--- config.mk ---
export PLATFORM = sky130hd
export DESIGN_NAME = mux8to1_32
export DESIGN_NICKNAME = d
export VERILOG_FILES = /design/src/rtl/mux8to1_32.sv
export SDC_FILE = /design/constraint.sdc
export NUM_CORES = 1
export LEC_CHECK = 0
export BUFFER_PORTS_ARGS = -buffer_cell sky130_fd_sc_hd__buf_2
export CAP_MARGIN = 15
export CORE_AREA = 2 2 130 132
export DETAILED_ROUTE_END_ITERATION = 7
export DIE_AREA = 0 0 132 134
export PLACE_DENSITY = 0.54
export SETUP_SLACK_MARGIN = 0.02
export SLEW_MARGIN = 20
export SYNTH_ARGS = -nofsm -noshare
export SYNTH_HDL_FRONTEND = slang
export SYNTH_SLANG_ARGS = --single-unit
--- constraint.sdc ---
create_clock -name vclk -period 2.9
set_input_delay 0 -clock vclk [all_inputs]
set_output_delay 0 -clock vclk [all_outputs]
set_load 0.02 [all_outputs]
--- src/rtl/mux8to1_32.sv ---
// Eight-input, 32-bit word multiplexer with one-hot select decode.
// Define MUX8T1_32_OREG_EN to add a reset-to-zero output register on o_q.
module mux8to1_32 (
  input  logic        clk,
  input  logic        rst_n,
  input  logic [31:0] I0,
  input  logic [31:0] I1,
  input  logic [31:0] I2,
  input  logic [31:0] I3,
  input  logic [31:0] I4,
  input  logic [31:0] I5,
  input  logic [31:0] I6,
  input  logic [31:0] I7,
  input  logic [2:0]  s,
  output logic [31:0] o,
  output logic [31:0] o_q,
  output logic [7:0]  sel_oh
);

  // Word select as a flat full case; an unknown select yields zero in simulation.
  always_comb begin
    o = 32'h0000_0000;
    case (s)
      3'd0:    o = I0;
      3'd1:    o = I1;
      3'd2:    o = I2;
      3'd3:    o = I3;
      3'd4:    o = I4;
      3'd5:    o = I5;
      3'd6:    o = I6;
      3'd7:    o = I7;
      default: o = 32'h0000_0000;
    endcase
  end

  // One-hot decode of the select.
  always_comb begin
    sel_oh = 8'h00;
    case (s)
      3'd0:    sel_oh = 8'h01;
      3'd1:    sel_oh = 8'h02;
      3'd2:    sel_oh = 8'h04;
      3'd3:    sel_oh = 8'h08;
      3'd4:    sel_oh = 8'h10;
      3'd5:    sel_oh = 8'h20;
      3'd6:    sel_oh = 8'h40;
      3'd7:    sel_oh = 8'h80;
      default: sel_oh = 8'h00;
    endcase
  end

`ifdef MUX8T1_32_OREG_EN
  // Output register: clears asynchronously, captures o on each rising edge.
  always_ff @(posedge clk or negedge rst_n) begin
    if (!rst_n) begin
      o_q <= 32'h0000_0000;
    end else begin
      o_q <= o;
    end
  end
`else
  // Clock and reset stay on the port list so both builds share one footprint.
  logic unused_ports;
  assign unused_ports = clk ^ rst_n;
  assign o_q = o;
`endif

endmodule

== After elaboration in Yosys (flattened, before gate mapping) ==
Memory sizes are Yosys's and may differ from the RTL's.
Index checks and enable logic that the tools add are counted.

* Bits in latches: 0
* Output and inout port bits: 72
* Input bits: 261
* Memories: 1
* RAM bits: 0
* Word-level logic and storage cells: 10
* Register bits after elaboration: 0
* ROM bits: 64

{| class="wikitable"
|+ Memory list
! memory !! words !! width !! rd ports !! clocked after Yosys merged registers in !! wr ports !! line !! RTL
|-
| (name not given) || 8 || 8 || 1 || 0 || 0 || 39 || <nowiki>case (s)</nowiki>
|}

* Multipliers: 0
* Shift operators: 0
* Bitwise operators: 0
* $lt $le $gt $ge: 0
* Reduce and logical (&&, ||, !) cells: 1
* Eq/ne operators: 7
* Add/sub/neg operators: 0
* Muxes and demuxes: 1
* Div/mod/pow operators: 0

{| class="wikitable"
|+ Operators by type and width
! kind !! number
|-
| $pmux 32 s8 || 1
|-
| $eq 3x3->1 const B || 4
|-
| $eq 3x2->1 const B || 2
|-
| $eq 3x1->1 const B || 1
|-
| $logic_not 3->1 || 1
|}

== Longest topological paths before layout ==
* Word-level depth: 2
* Gate-level depth with buffers: 8
* Mapped depth without buffers: 3

== Worst setup path after synthesis ==
Ideal clock, no wire load.

* Path kind: input to output
* Start point: in s[0]
* End point: out o_q[10]
* Stages: 7
* Arrival: 1.502 ns
* Path slack: 1.398 ns
* Required time: 2.900 ns
* Cell sequence: buf_2 and3b_1 buf_2 buf_2 nand2_1 a31oi_1 buf_4

* Cells in the longest elaborated chain, start to end: 2
* Elaborated cells between the ends (all ways): 9

{| class="wikitable"
|+ Ends and longest elaborated chain
! item !! line !! RTL
|-
| from (decl) || 14 || <nowiki>input logic [2:0] s,</nowiki>
|-
| $eq 3x3->1 (tied with other cells) || 23 || <nowiki>case (s)</nowiki>
|-
| $pmux 32 s8 * || 23 ||
|-
| to (decl) || 16 || <nowiki>output logic [31:0] o_q,</nowiki>
|}

Every way passes the cells marked *; elsewhere a longest branch is shown, timed or not.

== Worst setup path after layout ==
* Start point: in s[1]
* End point: out o_q[26]

The elaborated chain is that of the path after synthesis.

==> reports/metrics.yaml <==
cp_slowest_cell: "buf_4"
layout-drive-gt1-share_pct: 61.6
rows: 47
via_per_inst: 4.39
grt_pass1_wl_mm: 19.2
arrival_ns: 1.85
max_slew_margin_pct: 61.6
place_congestion: 0.787
syn_inst: 375
ys_top_cells_by_area: "mux2i_1 (12%), buf_4 (10%), mux2_2 (9.8%), a21bo_2 (9.1%), a211o_1 (8.3%)"
core_area_sq_um: 16300
grt_max_degree: 61
period_needed_ns: 1.85
syn_area_sq_um: 2750
grt_overflow_total: 0
die_w_um: 132
grt_usage_pct: 13.0
grt_pass1_vias: 3669
slew_violations: 0
layout.nets: 906
cp_slowest_stage_delay_ns: 0.46
n_clock_buffer: 0
syn_nets: 636
wl_per_cell_um: 14.7
min_from: "I5[4]"
hold_viol_final: 0
fillCellCount: 1861
dr.pass1.iters: 4
multi_input_area_sq_um: 2210
die-area_sq_um: 17700
worstHoldPathType: "primary input to output port"
antenna_found_initial: 0
synth.avg_cell_area_sq_um: 7.32
synth_largest_area_cell: "mux2i_1"
outcome: "complete, no violations"
crit_path_max_fanout: 50
tightest_slew_ns: 0.576
maxCapViolCount: 0
start_util_pct: 16.9
worstSetupEndpointType: "output port"
area_growth_pct: 56.3
crit_required_ns: 2.90
timing.setup.tns_ns: 0
io_pins: 333
seqCellArea_sq_um: 0
vias: 3795
drtIter0Drc: 127
crit_start: "s[1]"
cp-start-kind: "primary input"
crit_chain: "buf_4, buf_4, mux2i_1, a211o_1, a31oi_1, buf_2"
crit_top_cell: "buf_4"
yosys.area.top_type_share_pct: 12.0
post_cts_buffers: 0
setup_viol: 0
rsz0062_at_grt: "no"
io_buffers: 331
post-route-period-util_pct: 63.8
ys_warn_count: 0
cts_hold_buf: 0
seq_area_frac_synth_pct: 0
max_freq_ghz: 0.540
synth_cell_types: 28
dieHeight_um: 134
criticalPathCategory: "primary input to output port"
drc_errors: 0
routed_wl_mm: 12.7
cts_resized: 0
dpl.hpwl_mm: 10.2
final_antenna_net_count: 0
seq_cell_count: 0
==> worst paths after layout <==
kind / depth (start not counted) / end
max: 6 / o_q[26]
min: 4 / o[4]
==> worst max-delay path: cells and delay by family <==
family | cells | cell delay, ns
buf+inv | 3 | 1.04
mux | 1 | 0.11
compound gates | 2 | 0.67
==> cell type report <==
type,count,share of cell area [%]
repair buffers,344,41.0
inverters,11,0.962
well taps,220,6.41
diodes,1,0.0583
multi-input cells,288,51.6
==> synthesized netlist by cell type, types with 5 or more instances <==
library cell,n
o32ai_1,5
o32a_1,5
a221oi_1,5
clkbuf_1,13
o2bb2ai_1,5
mux2_2,24
buf_2,21
a211o_1,26
nand2b_1,7
mux2i_1,33
nor3b_1,28
o211ai_1,25
inv_1,11
nor2_1,27
buf_4,38
a31oi_1,25
nand2_1,36
a21bo_2,25
==> layer usage <==
layer / wire length (um) / track usage (%)
met1: 5640 / 17.0
met2: 6160 / 24.1
met3: 819 / 1.25
met4: 87 / 0.966
met5: 0 / 0
==> cell families (layout without fill, tap and decap cells) <==
| logic type | after synthesis | count (layout) | synth area share, % |
|---|---|---|---|
| AOI/OAI and AO/OA | 122 | 122 | 36.7 |
| and+or+nand+nor | 106 | 106 | 19.9 |
| buffers and inverters | 87 | 355 | 19.4 |
| muxes | 60 | 60 | 23.9 |
| other | 0 | 1 | 0 |
==> metrics by stage <==
stage	cells	cell area [sq um]	hold WS, ns	util (%)	setup WS (ns)
2_1_floorplan	375	2750	0.186	-	1.40
3_3_place_gp	863	4290	0.351	26.3	1.02
3_5_place_dp	863	4290	0.355	26.3	1.00
4_1_cts	863	4290	0.356	26.3	0.996
5_1_grt	863	4290	0.387	26.3	0.822
6_report	864	4290	0.356	26.3	1.05
==> cells in the final DEF (no fill, tap or decap), types with 5 or more instances in the layout <==
master,count
nor3b_1,28
o211ai_1,25
buf_2,329
nor2_1,27
mux2i_1,33
a21bo_2,25
a31oi_1,25
inv_1,11
o2bb2ai_1,5
a211o_1,26
buf_4,15
o32ai_1,5
nand2_1,36
a221oi_1,5
nand2b_1,7
mux2_2,24
o32a_1,5
